<file path="src/rtl/multiplicador_pkg.sv">
// Shared types and sizing helpers for the radix-4 Booth multiplier.
// FSM encodings, Booth digit layout and extended-width functions.
package multiplicador_pkg;

  typedef enum logic [1:0] {
    IDLE,
    CALC,
    DONE
  } estado_t;

  typedef struct packed {
    logic cero;
    logic doble;
    logic neg;
  } booth_digit_t;

  // E = 2*ceil((n+1)/2): room for the sign/zero extension bit
  function automatic int ancho_ext(input int n);
    return 2 * ((n + 2) / 2);
  endfunction

  function automatic int num_iter(input int n);
    return ancho_ext(n) / 2;
  endfunction

endpackage

</file>
<file path="src/rtl/booth_r4_codificador.sv">
// Radix-4 Booth recoder: 3-bit multiplier window to {cero, doble, neg}.
// Purely combinational.
module booth_r4_codificador
  import multiplicador_pkg::*;
(
  input  logic [2:0]   ventana,
  output booth_digit_t digito
);

  always_comb begin
    digito = '{cero: 1'b1, doble: 1'b0, neg: 1'b0};
    unique case (ventana)
      3'b000: digito = '{cero: 1'b1, doble: 1'b0, neg: 1'b0};
      3'b001: digito = '{cero: 1'b0, doble: 1'b0, neg: 1'b0};
      3'b010: digito = '{cero: 1'b0, doble: 1'b0, neg: 1'b0};
      3'b011: digito = '{cero: 1'b0, doble: 1'b1, neg: 1'b0};
      3'b100: digito = '{cero: 1'b0, doble: 1'b1, neg: 1'b1};
      3'b101: digito = '{cero: 1'b0, doble: 1'b0, neg: 1'b1};
      3'b110: digito = '{cero: 1'b0, doble: 1'b0, neg: 1'b1};
      3'b111: digito = '{cero: 1'b1, doble: 1'b0, neg: 1'b0};
    endcase
  end

endmodule

</file>
<file path="src/rtl/multiplicador_booth_r4.sv">
// Sequential radix-4 Booth multiplier, signed or unsigned at runtime.
// Two multiplier bits retired per cycle; start/fin handshake.
module multiplicador_booth_r4
  import multiplicador_pkg::*;
#(
  parameter int NUM_BITS = 8
) (
  input  logic                  clk,
  input  logic                  rst_n,
  input  logic                  start,
  input  logic                  signo,
  input  logic [NUM_BITS-1:0]   multiplicando,
  input  logic [NUM_BITS-1:0]   multiplicador,
  output logic [2*NUM_BITS-1:0] resultado,
  output logic                  fin,
  output logic                  ocupado
);

  localparam int E  = ancho_ext(NUM_BITS);
  localparam int K  = num_iter(NUM_BITS);
  localparam int A  = E + 2;
  localparam int CW = $clog2(K + 1);

  estado_t               state_q, state_d;
  logic [A-1:0]          acc_q, acc_d;
  logic [A-1:0]          m_q, m_d;
  logic [E-1:0]          q_q, q_d;
  logic                  qm1_q, qm1_d;
  logic [CW-1:0]         cnt_q, cnt_d;
  logic [2*NUM_BITS-1:0] res_q, res_d;
  logic                  fin_q, fin_d;
  logic                  ocu_q, ocu_d;

  booth_digit_t digito;
  logic [A-1:0] mult, addend, sum, acc_sh;
  logic [E-1:0] q_sh;
  logic [A+E-1:0] prod;

  booth_r4_codificador u_cod (
    .ventana ({q_q[1], q_q[0], qm1_q}),
    .digito  (digito)
  );

  always_comb begin
    mult   = digito.doble ? {m_q[A-2:0], 1'b0} : m_q;
    addend = digito.cero ? '0 : (digito.neg ? (~mult + 1'b1) : mult);
    sum    = acc_q + addend;
    acc_sh = {{2{sum[A-1]}}, sum[A-1:2]};
    q_sh   = {sum[1:0], q_q[E-1:2]};
    prod   = {acc_sh, q_sh};
  end

  always_comb begin
    state_d = state_q;
    acc_d   = acc_q;
    m_d     = m_q;
    q_d     = q_q;
    qm1_d   = qm1_q;
    cnt_d   = cnt_q;
    res_d   = res_q;
    unique case (state_q)
      IDLE: begin
        if (start) begin
          m_d = {{(A-NUM_BITS){signo & multiplicando[NUM_BITS-1]}},
                 multiplicando};
          q_d = {{(E-NUM_BITS){signo & multiplicador[NUM_BITS-1]}},
                 multiplicador};
          qm1_d   = 1'b0;
          acc_d   = '0;
          cnt_d   = '0;
          state_d = CALC;
        end
      end
      CALC: begin
        acc_d = acc_sh;
        q_d   = q_sh;
        qm1_d = q_q[1];
        cnt_d = cnt_q + CW'(1);
        if (cnt_q == CW'(K - 1)) begin
          res_d   = prod[2*NUM_BITS-1:0];
          state_d = DONE;
        end
      end
      DONE:    state_d = IDLE;
      default: state_d = IDLE;
    endcase
    fin_d = (state_d == DONE);
    ocu_d = (state_d != IDLE);
  end

  always_ff @(posedge clk) begin
    if (!rst_n) begin
      state_q <= IDLE;
      acc_q   <= '0;
      m_q     <= '0;
      q_q     <= '0;
      qm1_q   <= 1'b0;
      cnt_q   <= '0;
      res_q   <= '0;
      fin_q   <= 1'b0;
      ocu_q   <= 1'b0;
    end else begin
      state_q <= state_d;
      acc_q   <= acc_d;
      m_q     <= m_d;
      q_q     <= q_d;
      qm1_q   <= qm1_d;
      cnt_q   <= cnt_d;
      res_q   <= res_d;
      fin_q   <= fin_d;
      ocu_q   <= ocu_d;
    end
  end

  assign resultado = res_q;
  assign fin       = fin_q;
  assign ocupado   = ocu_q;

endmodule

</file>
<file path="config.mk">
export PLATFORM = sky130hd
export DESIGN_NAME = multiplicador_booth_r4
export DESIGN_NICKNAME = d
export VERILOG_FILES = /design/src/rtl/multiplicador_pkg.sv /design/src/rtl/booth_r4_codificador.sv /design/src/rtl/multiplicador_booth_r4.sv
export SDC_FILE = /design/constraint.sdc
export NUM_CORES = 1
export LEC_CHECK = 0
export ABC_AREA = 1
export CAP_MARGIN = 20
export CORE_UTILIZATION = 43
export CTS_BUF_LIST = sky130_fd_sc_hd__clkbuf_4 sky130_fd_sc_hd__clkbuf_8
export DETAILED_ROUTE_END_ITERATION = 6
export GPL_TIMING_DRIVEN = 1
export PLACE_DENSITY = 0.7
export SYNTH_ARGS = -nofsm -noshare
export SYNTH_HDL_FRONTEND = slang
export SYNTH_HIERARCHICAL = 1
export SYNTH_SLANG_ARGS = --single-unit
</file>
<file path="constraint.sdc">
create_clock -name clk -period 5.5 [get_ports clk]
set_input_delay 0.825 -clock clk [delete_from_list [all_inputs] [get_ports clk]]
set_output_delay 0.825 -clock clk [all_outputs]
set_load 0.005 [all_outputs]
</file>
# Word level (Yosys, flattened, before mapping)
# Memories as Yosys holds them, arrays and structs flattened. A register that Yosys moved wholly into a read port is not among the register bits.
# Cells that the tools add are included.
# totals
mem_count	1
regBits	55
mem_bits_ro	24
output_inout_bits	18
input_bits	20
wordCells	42
# mem_list
name	depth	width	read_ports	rd_ports_with_merged_regs	write_ports	line	text
(no name shown)	8	3	1	1	0	booth_r4_codificador.sv:12	unique case (ventana)
# classes
n_bitwise	3
n_reduce_logical	6
eq_ne	4
add_sub_neg	3
mux	16
# op_table
op	n
two-way mux 12 bit	3
case mux 12 bit (2 select lines)	1
case mux 10 bit (2 select lines)	1
adder 12 x 1 -> 12 bit (second input constant)	1
adder 12 bit	1
NOT 12 bit	1
two-way mux 10 bit	1
two-way mux 3 bit	3
two-way mux 9 bit	1
case mux 3 bit (2 select lines)	1
AND reduction 2 bit	3
two-way mux 2 bit	2
case mux 2 bit (2 select lines)	1
nonzero test 2 bit	2
adder 3 x 1 -> 3 bit (second input constant)	1
== test 3 bit (second input constant)	1
bitwise AND 1 bit	2
== test 2 x 1 -> 1 bit (second input constant)	1
== test 2 bit (second input constant)	1
zero test 2 bit	1
inequality test 2 bit (second input constant)	1
case mux 1 bit (2 select lines)	1
two-way mux 1 bit	1

# Longest topological paths before layout
# Gate-level depths: netlist of run 1.
# depth
depth_word	9
ltp_mapped	23
depth_no_buf	22

# Cells and area by module
# The synthesis of run 1 kept the hierarchy.
# modules_own_cells
mod	cells_each	seq_area_each_um2	n_inst	area_per_inst_um2
multiplicador_booth_r4	397	1061.0	1	2892.8
booth_r4_codificador	9	0.0	1	40.0

# Worst setup path after synthesis of run 1
# Ideal clock, no wire load.
# synth_path
path_type	reg2reg
start	reg, netlist name q_q[1]
end	reg acc_q[10]
setup_slack_ns	2.562
path_buffers	1
period_less_slack_ns	2.938
stages_incl_launch_ff	23
setup_ns	0.131
t_required_ns	5.369
arrival_time_ns	2.807
cell_sequence	dfxtp_1 -> inv_1 -> nand3_1 -> nand2_1 -> buf_6 -> o21ai_0 -> ha_1 -> inv_1 -> nor3_4 -> nand2_1 -> nor2_1 -> nand2_1 -> a21oi_1 -> nor3_2 -> ha_1 -> a21oi_1 -> nor2_1 -> a211oi_1 -> nand3_1 -> inv_1 -> nand3_2 -> nand3_2 -> a21oi_2
# synth_lines
item	line	text
end signal: assignment	multiplicador_booth_r4.sv:94	acc_q <= '0;
end signal: assignment	multiplicador_booth_r4.sv:104	acc_q <= acc_d;
end: declaration	multiplicador_booth_r4.sv:25	logic [A-1:0] acc_q, acc_d;

==> summary.md, run 1 <==
| Metric | Value |
|---|---|
| Total power | 0.000817 W |
| Initial core utilization | 45.4% |
| PostCTS Resize Cnt | 0 |
| Fmax | 289 MHz |
| Synth area leaders | dfxtp_1 (36%), nand2_1 (11%), a21oi_1 (10%) |
| Postcts setup bufs | 0 |
| Clock Path Buffers | 2 |
| WP data arrival | 3.64 ns |
| Worst EP required | 5.68 ns |
| Synth cell types | 42 |
| Critical path endpoint category | flip-flop |
| Post-synth top cells | nand2_1 (86), a21oi_1 (59), dfxtp_1 (53) |
| Reg2reg end | acc_q[10]$_SDFFE_PN0P_ |
| Wire length per cell | 12.8 um |
| Die Y | 84.6 um |
| Pre-CTS WS | 2.09 ns |
| Hold Path End | cnt_q[2]$_SDFFE_PN0P_ |
| Post-synth top area cell | dfxtp_1 |
| Initial DRC count | 156 |
| Final min period | 3.47 ns |
| CTS Sinks | 53 |
| Fin Clk Skew | 0.00547 ns |
| Fillers | 629 |
| Site row count | 29 |
| Vias in the first global route | 2485 |
| CP Max Fanout | 9 |
| Count leader, synth | nand2_1 |
| Post-synth top area share | 36.2% |
| Worst Setup Path Type | reg2reg |
| Overflow left after global routing | 0 |
| Worst path cell trace | inv_1, nand3_1, nand2_1, o21ai_0, ha_1, inv_1, nor3_4, nand2_1, nor2_1, nand2_1, a21oi_1, nor3_2, ha_1, a21oi_1, nor2_1, a211oi_1, nand3_1, inv_1, nand3_2, nand3_2, a21oi_2 |
| PortBufs | 37 |
| Initial antenna violation count | 0 |
| Worst VDD drop | 0.000122 V |
| Synth Instances | 406 |
| DIE AREA | 7150 um2 |
| Clk root buf | clkbuf_8 |
| Die width | 84.6 um |
| Seq. cell area | 1060 um2 |
| Final WS setup | 2.03 ns |
| FF-to-FF Start | q_q[1]$_SDFFE_PN0P_ |
| DRT Pass-1 Iters | 6 |
| Mapped Nets | 441 |
| H-tree level count | 2 |
| # hold bufs at CTS | 0 |
| Seq/Total Area, Yosys | 36.2% |
| Final TNS setup | 0 ns |
| RSZ-0062 raised after global routing | false |
| Slew @ Worst Pin | 0.873 ns |
| IO Pins | 38 |
| Total GRT Usage | 19.7% |
| Final setup vio count | 0 |
| Hpwl dp | 4730 um |
| Worst Hold Depth | 1 |
| Routed vias | 2665 |
| Post-synthesis async set-or-reset flop share | 0% |
| Area occupied by multi-input gates | 1650 um2 |
| Avg Inst Size Synth | 7.22 um2 |
| Area growth syn-to-layout | 17.2% |
| Core Footprint | 6460 um2 |
| FF-to-FF path depth | 21 |
| Max Slew Vio Count | 0 |
| Max_slew headroom | 41.7% |
| Flops & latches, synth | 53 |
| Layout net count | 474 |
| Max-cap violations | 0 |
| Hold WC Path Type | reg2reg |
| Diodes inserted | 0 |
| CP startpoint kind | flip-flop |
| EDFF count, synth | 0 |
| HP Start | cnt_q[2]$_SDFFE_PN0P_ |
| Status | finished with violations |
| TritonCTS buffer count | 5 |
| Ratio of total power to cell area | 238 nW/um2 |
| Share of cells above drive strength 1 | 9.32% |
| Worst-path clk slew | 0.10 ns |
| Largest stage delay, worst path | 0.39 ns |
| DRC | 2 |
| Ys flop type | dfxtp_1 |
| Leakage | 1.42 nW |
| Clk Latency, worst-skew pair | 0.32 ns |
| Final Hold Fails | 0 |
| CTS tree | yes |
| Crit-path slowest cell | dfxtp_1 |
| Vias per cell | 5.15 |
| Buf/Inv on CP | 3 |
| First-pass GRT wire length | 11300 um |
| Synthesis warning total | 6 |
| Routed WL | 6620 um |
| Final worst path period share | 63.0% |
| Cell area after synthesis | 2930 um2 |
| Reg-to-reg slack, setup | 2.03 ns |
| CP delay by family, top | simple AND/OR/NAND/NOR gates |
| Largest net degree at the start of global routing | 29 |
| Failing checks | design-rule violations |
| Antenna Nets Post-Route | 0 |
| Gpl congestion | 0.940 |
[placed cells by master, fill, tap and decap left out, types with 2 or more instances in the layout]
master / n
nor2_1: 37
o21ai_0: 45
dfxtp_1: 53
o211ai_1: 2
a31oi_1: 2
clkdlybuf4s50_1: 37
inv_1: 33
nand2_1: 86
nand3_2: 4
a21oi_1: 59
o21ai_2: 3
ha_1: 14
xnor2_1: 4
xor2_1: 2
nand2_4: 5
clkbuf_8: 5
nor2_2: 5
inv_2: 2
nand3_1: 13
buf_4: 3
clkbuf_4: 2
nand2_2: 5
[layer usage]
metal  track usage (%)  up-vias  wire length [um]
li1                  -     1410                 -
met1              26.3     1201              3310
met5                 0        -                 0
met2              32.1       46              2950
met4              7.40        0                95
met3              3.05        8               264
[kinds of logic (layout without fill, tap and decap cells)]
| family | count (synthesis) | in the layout | synth area share, % |
|---|---|---|---|
| adders and majority gates | 15 | 15 | 6.66 |
| xor gates and xnor gates | 6 | 6 | 1.79 |
| AOI/OAI and AO/OA | 118 | 118 | 21.3 |
| DFF | 53 | 53 | 36.2 |
| and+or+nand+nor | 164 | 164 | 26.7 |
| buffers and inverters | 50 | 84 | 7.42 |
[per-stage QoR]
| step | hold slack (ns) | std cells | area [um2] | utilization (%) |
|---|---|---|---|---|
| after floorplan | 0.428 | 406 | 2930 | - |
| after global placement | 0.444 | 509 | 3350 | 51.8 |
| after detailed placement | 0.458 | 509 | 3350 | 51.8 |
| after CTS | 0.470 | 517 | 3440 | 53.2 |
| after global routing | 0.506 | 517 | 3440 | 53.2 |
| final | 0.470 | 517 | 3440 | 53.2 |
[registers in the layout, indices dropped and copies added, names as in the netlist]
signal     cells
fin            1
cnt_q          3
qm1_q          1
ocupado        1
m_q            9
q_q           10
acc_q         10
resultado     16
state_q        2
[worst reg2reg max path, stage by stage, from the launching register on]
cell	delay, ns
dfxtp_1	0.39
inv_1	0.09
nand3_1	0.07
nand2_1	0.25
o21ai_0	0.34
ha_1	0.19
inv_1	0.08
nor3_4	0.21
nand2_1	0.07
nor2_1	0.12
nand2_1	0.08
a21oi_1	0.16
nor3_2	0.06
ha_1	0.34
a21oi_1	0.17
nor2_1	0.06
a211oi_1	0.20
nand3_1	0.16
inv_1	0.10
nand3_2	0.08
nand3_2	0.06
a21oi_2	0.05
[worst max path at each step]
stage	startpoint	to	slack, ns	cells past startpoint
floorplan	q_q[1]$_SDFFE_PN0P_	acc_q[10]$_SDFFE_PN0P_	2.56	22
global placement	q_q[1]$_SDFFE_PN0P_	acc_q[10]$_SDFFE_PN0P_	2.26	21
detailed placement	q_q[1]$_SDFFE_PN0P_	acc_q[10]$_SDFFE_PN0P_	2.09	21
CTS	q_q[1]$_SDFFE_PN0P_	acc_q[10]$_SDFFE_PN0P_	2.06	21
global route	q_q[0]$_SDFFE_PN0P_	acc_q[10]$_SDFFE_PN0P_	1.63	21
finish	q_q[1]$_SDFFE_PN0P_	acc_q[10]$_SDFFE_PN0P_	2.03	21
[power breakdown]
group	switching, W	leakage (nW)	internal, W
registers	0.0000117	0.432	0.000399
logic	0.000108	0.939	0.0000643
clock network	0.000134	0.0453	0.000100
total	0.000254	1.42	0.000563
[final cells by class]
cell class,count,area share (%)
clock inverters,1,0.218
well taps,77,2.80
repair buffers,40,11.4
inverters,36,4.15
flip-flops and latches,53,30.9
multi-input cells,303,48.1
clock buffers,7,2.44
Power figures use the tool's default switching activity.
==> run 2: changes to the inputs <==
==> constraint.sdc (replaced) <==
create_clock -name clk -period 3.2 [get_ports clk]
set_input_delay 0.48 -clock clk [delete_from_list [all_inputs] [get_ports clk]]
set_output_delay 0.48 -clock clk [all_outputs]
set_load 0.005 [all_outputs]
==> summary.md, run 2 (same netlist as run 1, synthesis figures left out) <==
| Metric | Value |
|---|---|
| Slew @ Worst Pin | 0.716 ns (-0.157 ns) |
| Initial core utilization | 45.4% (unchanged) |
| Worst Hold Depth | 2 (+1) |
| Critical path endpoint category | flip-flop |
| Reg-to-reg slack, setup | 0.12 ns (-1.92 ns) |
| Site row count | 29 (unchanged) |
| Die width | 84.6 um (unchanged) |
| Max-cap violations | 0 (unchanged) |
| Max_slew headroom | 52.2% (+11 points) |
| Leakage | 1.50 nW (+5.8%) |
| Clk Latency, worst-skew pair | 0.32 ns (about the same) |
| RSZ-0062 raised after global routing | true |
| WP data arrival | 3.33 ns (-0.31 ns) |
| Comb power frac | 22.2% (+1.1 points) |
| Reg2reg end | acc_q[8]$_SDFFE_PN0P_ |
| Met2 Usage GRT | 33.2% (+1.1 points) |
| HP Start | q_q[6]$_SDFFE_PN0P_ |
| Max Slew Vio Count | 0 (unchanged) |
| Vias in the first global route | 2567 (+3.3%) |
| Status | finished, final reports clean |
| Gpl congestion | 0.867 (-7.8%) |
| Worst EP required | 3.45 ns (-2.23 ns) |
| Psw | 0.000465 W (+83%) |
| Fin Clk Skew | 0.0140 ns (+0.00858 ns) |
| Most frequent cells in the layout | nand2_1 (81), a21oi_1 (56), dfxtp_1 (50) |
| Ratio of total power to cell area | 422 nW/um2 (+77%) |
| First-pass GRT wire length | 11600 um (+2.7%) |
| Total GRT Usage | 20.0% (+0.35 points) |
| Final min period | 3.08 ns (-0.384 ns) |
| Share of cells above drive strength 1 | 16.2% (+6.9 points) |
| DRT Pass-1 Iters | 6 (unchanged) |
| Layout net count | 485 (+2.3%) |
| CP Max Fanout | 6 (-3) |
| Routed vias | 2721 (+2.1%) |
| FF-to-FF path depth | 23 (+9.5%) |
| Most common cell after layout, fill and taps aside | nand2_1 |
| Vias per cell | 5.15 (about the same) |
| Final worst path period share | 96.3% (+33 points) |
| Sequential share of power | 45.6% (-4.6 points) |
| IO Pins | 38 (unchanged) |
| Worst Setup Path Type | reg2reg |
| Hpwl dp | 4800 um (+1.5%) |
| Hold WC Path Type | reg2reg |
| Hold Path End | q_q[4]$_SDFFE_PN0P_ |
| Core Footprint | 6460 um2 (unchanged) |
| Int Pwr | 0.00108 W (+93%) |
| Clock Path Buffers | 2 (unchanged) |
| Largest net degree at the start of global routing | 29 (unchanged) |
| Final TNS setup | 0 ns (unchanged) |
| CTS Sinks | 53 (unchanged) |
| GRT Max-Usage Layer | met2 |
| Fillers | 609 (-3.2%) |
| DRC | 0 (-2) |
| Overflow left after global routing | 0 (unchanged) |
| Routed WL | 6880 um (+3.8%) |
| Met3 usage | 3.74% (+0.69 points) |
| Fmax | 324 MHz (+12%) |
| Fin Hold WS | 0.468 ns (-0.00222 ns) |
| Initial antenna violation count | 0 (unchanged) |
| Worst-path clk slew | 0.11 ns (about the same) |
| DIE AREA | 7150 um2 (unchanged) |
| TritonCTS buffer count | 5 (unchanged) |
| # hold bufs at CTS | 0 (unchanged) |
| Final setup vio count | 0 (unchanged) |
| CTS tree | yes |
| H-tree level count | 2 (unchanged) |
| Initial DRC count | 156 (unchanged) |
| Worst VDD drop | 0.000283 V (+130%) |
| Area growth syn-to-layout | 25.4% |
| PortBufs | 37 (unchanged) |
| CP startpoint kind | flip-flop |
| Met1 usage | 26.0% (-0.30 points) |
| Clock network power share | 32.2% (+3.5 points) |
| Clk root buf | clkbuf_8 |
| Wire length per cell | 13.0 um (+1.7%) |
| FF-to-FF Start | q_q[0]$_SDFFE_PN0P_ |
| Sw Ratio | 30.0% (-1.0 points) |
| Final Hold Fails | 0 (unchanged) |
| Antenna Nets Post-Route | 0 (unchanged) |
| Max FFs per register | 16 (unchanged) |
| Die Y | 84.6 um (unchanged) |
| Diodes inserted | 0 (unchanged) |
## run 2: cell types whose count changed in the layout (fill, tap and decap cells not counted), sizes merged
cell	change
bufinv	+1
clkinv	+1
clkbuf	-1
clkinvlp	-1
buf	+11
## run 2: area by class of cell
| type | instances | area, um2 | share of cell area, % |
|---|---|---|---|
| clock buffers | 6 | 82.6 | 2.25 |
| clock inverters | 2 | 41.3 | 1.12 |
| inverters | 36 | 150 | 4.08 |
| multi-input cells | 303 | 1750 | 47.6 |
| flip-flops and latches | 53 | 1070 | 29.2 |
| well taps | 77 | 96.3 | 2.62 |
| repair buffers | 51 | 483 | 13.1 |
## run 2: worst max-delay path, cell delays in order, from the launching register on
cell      delay (ns)
dfxtp_4         0.38
nor2_4          0.13
nand2_2         0.07
nand2_4         0.09
buf_6           0.14
clkinv_8        0.08
nand2_8         0.07
ha_4            0.14
inv_4           0.04
nor3_4          0.15
nand2_1         0.09
nor2_2          0.13
nand2_1         0.09
and3_4          0.16
nor3_4          0.15
ha_1            0.28
buf_6           0.14
nand2_2         0.06
nor2_2          0.04
nand3_1         0.08
nand4_1         0.12
a21oi_1         0.16
o21ai_1         0.09
a21oi_1         0.13
## run 2: timing repair
item                       4_1_cts  5_1_grt
resized for setup                3       36
pin swaps                        1       14
setup endpoints to repair        1        7
setup buffers                    0        7
## run 2: metal layers
metal	part of all wire (%)	up-vias
met1	48	1215
met5	0	-
met4	1.2	0
met2	46	61
met3	4.5	6
li1	-	1439
## run 2: power groups by stage
stage	combinational [W]	clock [W]	sequential [W]
2_1_floorplan	0.000226	0	0.000715
3_3_place_gp	0.000298	0	0.000720
3_5_place_dp	0.000300	0	0.000720
4_1_cts	0.000304	0.000510	0.000705
5_1_grt	0.000383	0.000536	0.000711
6_report	0.000344	0.000500	0.000707
## run 2: how the worst max path moves through the flow
stage,start,to,slack [ns],cells past startpoint
6_report,q_q[0]$_SDFFE_PN0P_,acc_q[8]$_SDFFE_PN0P_,0.12,23
3_3_place_gp,q_q[1]$_SDFFE_PN0P_,acc_q[10]$_SDFFE_PN0P_,0.15,21
2_1_floorplan,q_q[1]$_SDFFE_PN0P_,acc_q[10]$_SDFFE_PN0P_,0.26,22
3_5_place_dp,qm1_q$_SDFFE_PN0P_,acc_q[10]$_SDFFE_PN0P_,0.02,23
5_1_grt,q_q[0]$_SDFFE_PN0P_,acc_q[8]$_SDFFE_PN0P_,-0.11,23
4_1_cts,qm1_q$_SDFFE_PN0P_,acc_q[10]$_SDFFE_PN0P_,0.04,23
## run 2: metrics by stage
stage / utilization, % / total power [W] / setup slack (ns) / cell area [um2] / cells
after floorplan: - / 0.000941 / 0.262 / 2930 / 406
after global placement: 52.3 / 0.00102 / 0.146 / 3380 / 513
after detailed placement: 52.3 / 0.00102 / 0.0177 / 3380 / 513
after CTS: 54.3 / 0.00152 / 0.0361 / 3510 / 521
after global routing: 56.9 / 0.00163 / -0.108 / 3680 / 528
final: 56.9 / 0.00155 / 0.118 / 3680 / 528
==> run 3: changes to the inputs <==
==> constraint.sdc (replaced) <==
create_clock -name clk -period 3.7 [get_ports clk]
set_input_delay 0.555 -clock clk [delete_from_list [all_inputs] [get_ports clk]]
set_output_delay 0.555 -clock clk [all_outputs]
set_load 0.005 [all_outputs]
==> summary.md, run 3 (same netlist as run 1, synthesis figures left out) <==
| Metric | Value |
|---|---|
| CP Max Fanout | 9 (+3) |
| CTS tree | yes |
| Clk Latency, worst-skew pair | 0.31 ns (about the same) |
| Fin Clk Skew | 0.00661 ns (-0.00744 ns) |
| TritonCTS buffer count | 5 (unchanged) |
| CP startpoint kind | flip-flop |
| Fmax | 309 MHz (-4.8%) |
| Initial core utilization | 45.4% (unchanged) |
| Final WS setup | 0.461 ns (+0.343 ns) |
| DIE AREA | 7150 um2 (unchanged) |
| Max Slew Vio Count | 0 (unchanged) |
| Diodes inserted | 0 (unchanged) |
| Ratio of total power to cell area | 348 nW/um2 (-18%) |
| Worst Hold Depth | 1 (-1) |
| Hold WC Path Type | reg2reg |
| Gpl congestion | 0.923 (+6.4%) |
| Final TNS setup | 0 ns (unchanged) |
| Total GRT Usage | 19.6% (-0.42 points) |
| Hold Path End | cnt_q[2]$_SDFFE_PN0P_ |
| Largest net degree at the start of global routing | 29 (unchanged) |
| Reg-to-reg slack, setup | 0.46 ns (+0.34 ns) |
| Failing checks | design-rule violations |
| HP Start | cnt_q[2]$_SDFFE_PN0P_ |
| Max FFs per register | 16 (unchanged) |
| First-pass GRT wire length | 11300 um (-2.5%) |
| Hpwl dp | 4850 um (+0.96%) |
| RSZ-0062 raised after global routing | false |
| Routed WL | 6700 um (-2.6%) |
| Placed insts | 511 (-0.39%) |
| Overflow left after global routing | 0 (unchanged) |
| CTS Sinks | 53 (unchanged) |
| Core Footprint | 6460 um2 (unchanged) |
| Die width | 84.6 um (unchanged) |
| Share of cells above drive strength 1 | 9.75% (-6.4 points) |
| Site row count | 29 (unchanged) |
| Antenna Nets Post-Route | 0 (unchanged) |
| Cell Count, Final, Fillers Out | 518 (-1.9%) |
| Max_slew headroom | 41.5% (-11 points) |
| Most frequent cells in the layout | nand2_1 (85), a21oi_1 (59), dfxtp_1 (53) |
| Vias per cell | 5.16 (about the same) |
| Clk root buf | clkbuf_8 |
| WP data arrival | 3.40 ns (+0.07 ns) |
| Final min period | 3.24 ns (+0.157 ns) |
| Reg2reg end | acc_q[10]$_SDFFE_PN0P_ |
| Initial DRC count | 91 (-42%) |
| Final worst path period share | 87.5% (-8.8 points) |
| Routed vias | 2672 (-1.8%) |
| Status | finished with violations |
| Total power | 0.00120 W (-23%) |
| Most common cell after layout, fill and taps aside | nand2_1 |
| FF-to-FF path depth | 21 (-8.7%) |
| Die Y | 84.6 um (unchanged) |
| Wire length per cell | 12.9 um (-0.69%) |
| H-tree level count | 2 (unchanged) |
| Area growth syn-to-layout | 17.7% |
| Worst VDD drop | 0.000229 V (-19%) |
| Final Hold Fails | 0 (unchanged) |
| Worst-path clk slew | 0.10 ns (about the same) |
| Worst EP required | 3.86 ns (+0.41 ns) |
| DRC | 2 (+2) |
| IO Pins | 38 (unchanged) |
| Final setup vio count | 0 (unchanged) |
| Leakage | 1.43 nW (-4.8%) |
| Worst Setup Path Type | reg2reg |
| Layout net count | 476 (-1.9%) |
| Max-cap violations | 0 (unchanged) |
| Pre-CTS WS | 0.287 ns (+0.269 ns) |
| # hold bufs at CTS | 0 (unchanged) |
| Vias in the first global route | 2487 (-3.1%) |
| FF-to-FF Start | q_q[1]$_SDFFE_PN0P_ |
| Slew @ Worst Pin | 0.877 ns (+0.161 ns) |
| DRT Pass-1 Iters | 6 (unchanged) |
| Clock Path Buffers | 2 (unchanged) |
| Critical path endpoint category | flip-flop |
| Initial antenna violation count | 0 (unchanged) |
| PortBufs | 37 (unchanged) |
[run 3: cell type report]
class	instances	area [um2]
Multi-Input combinational cell	303	1660
Timing Repair Buffer	42	412
Clock buffer	5	68.8
Tap cell	77	96.3
Sequential cell	53	1060
Clock inverter	2	13.8
Fill cell	643	3010
Inverter	36	143
[run 3: worst max-delay path by stage]
stage	to	startpoint	slack [ns]
6_report	acc_q[10]$_SDFFE_PN0P_	q_q[1]$_SDFFE_PN0P_	0.46
5_1_grt	acc_q[10]$_SDFFE_PN0P_	q_q[0]$_SDFFE_PN0P_	0.08
4_1_cts	acc_q[10]$_SDFFE_PN0P_	q_q[1]$_SDFFE_PN0P_	0.25
3_5_place_dp	acc_q[10]$_SDFFE_PN0P_	q_q[1]$_SDFFE_PN0P_	0.29
3_3_place_gp	acc_q[10]$_SDFFE_PN0P_	q_q[1]$_SDFFE_PN0P_	0.46
2_1_floorplan	acc_q[10]$_SDFFE_PN0P_	q_q[1]$_SDFFE_PN0P_	0.76
[run 3: what timing repair did]
| action | 4_1_cts | 5_1_grt |
|---|---|---|
| setup endpoints to repair | 0 | 2 |
| resized for setup | 0 | 2 |
| buffers inserted | 0 | 0 |
[run 3: worst max-delay path: stages (launching register included)]
cell      delay, ns
dfxtp_1        0.39
inv_1          0.09
nand3_1        0.08
nand2_2        0.16
o21ai_1        0.20
ha_1           0.17
inv_1          0.08
nor3_4         0.21
nand2_1        0.07
nor2_1         0.12
nand2_1        0.08
a21oi_1        0.16
nor3_2         0.06
ha_1           0.34
a21oi_1        0.17
nor2_1         0.06
a211oi_1       0.20
nand3_1        0.17
inv_1          0.10
nand3_2        0.07
nand3_2        0.06
a21oi_2        0.05
[run 3: through the flow]
step	utilization [%]	area (um2)	hold WS, ns
after floorplan	-	2930	0.428
after global placement	51.9	3350	0.445
after detailed placement	52.1	3370	0.455
after CTS	53.4	3450	0.473
after global routing	53.4	3450	0.491
final	53.4	3450	0.473
[run 3: power breakdown]
group / switching (W) / internal (W) / leakage (nW)
clock: 0.000198 / 0.000131 / 0.0444
combinational: 0.000162 / 0.0000982 / 0.950
sequential: 0.0000175 / 0.000593 / 0.432
total: 0.000377 / 0.000823 / 1.43
[run 3: metal layers]
metal  track usage (%)  share of wire, %  up-vias
met2              30.7                45       54
met4              6.01               1.0        0
met5                 0                 0        -
li1                  -                 -     1411
met3              4.23               4.7        4
met1              27.0                50     1203
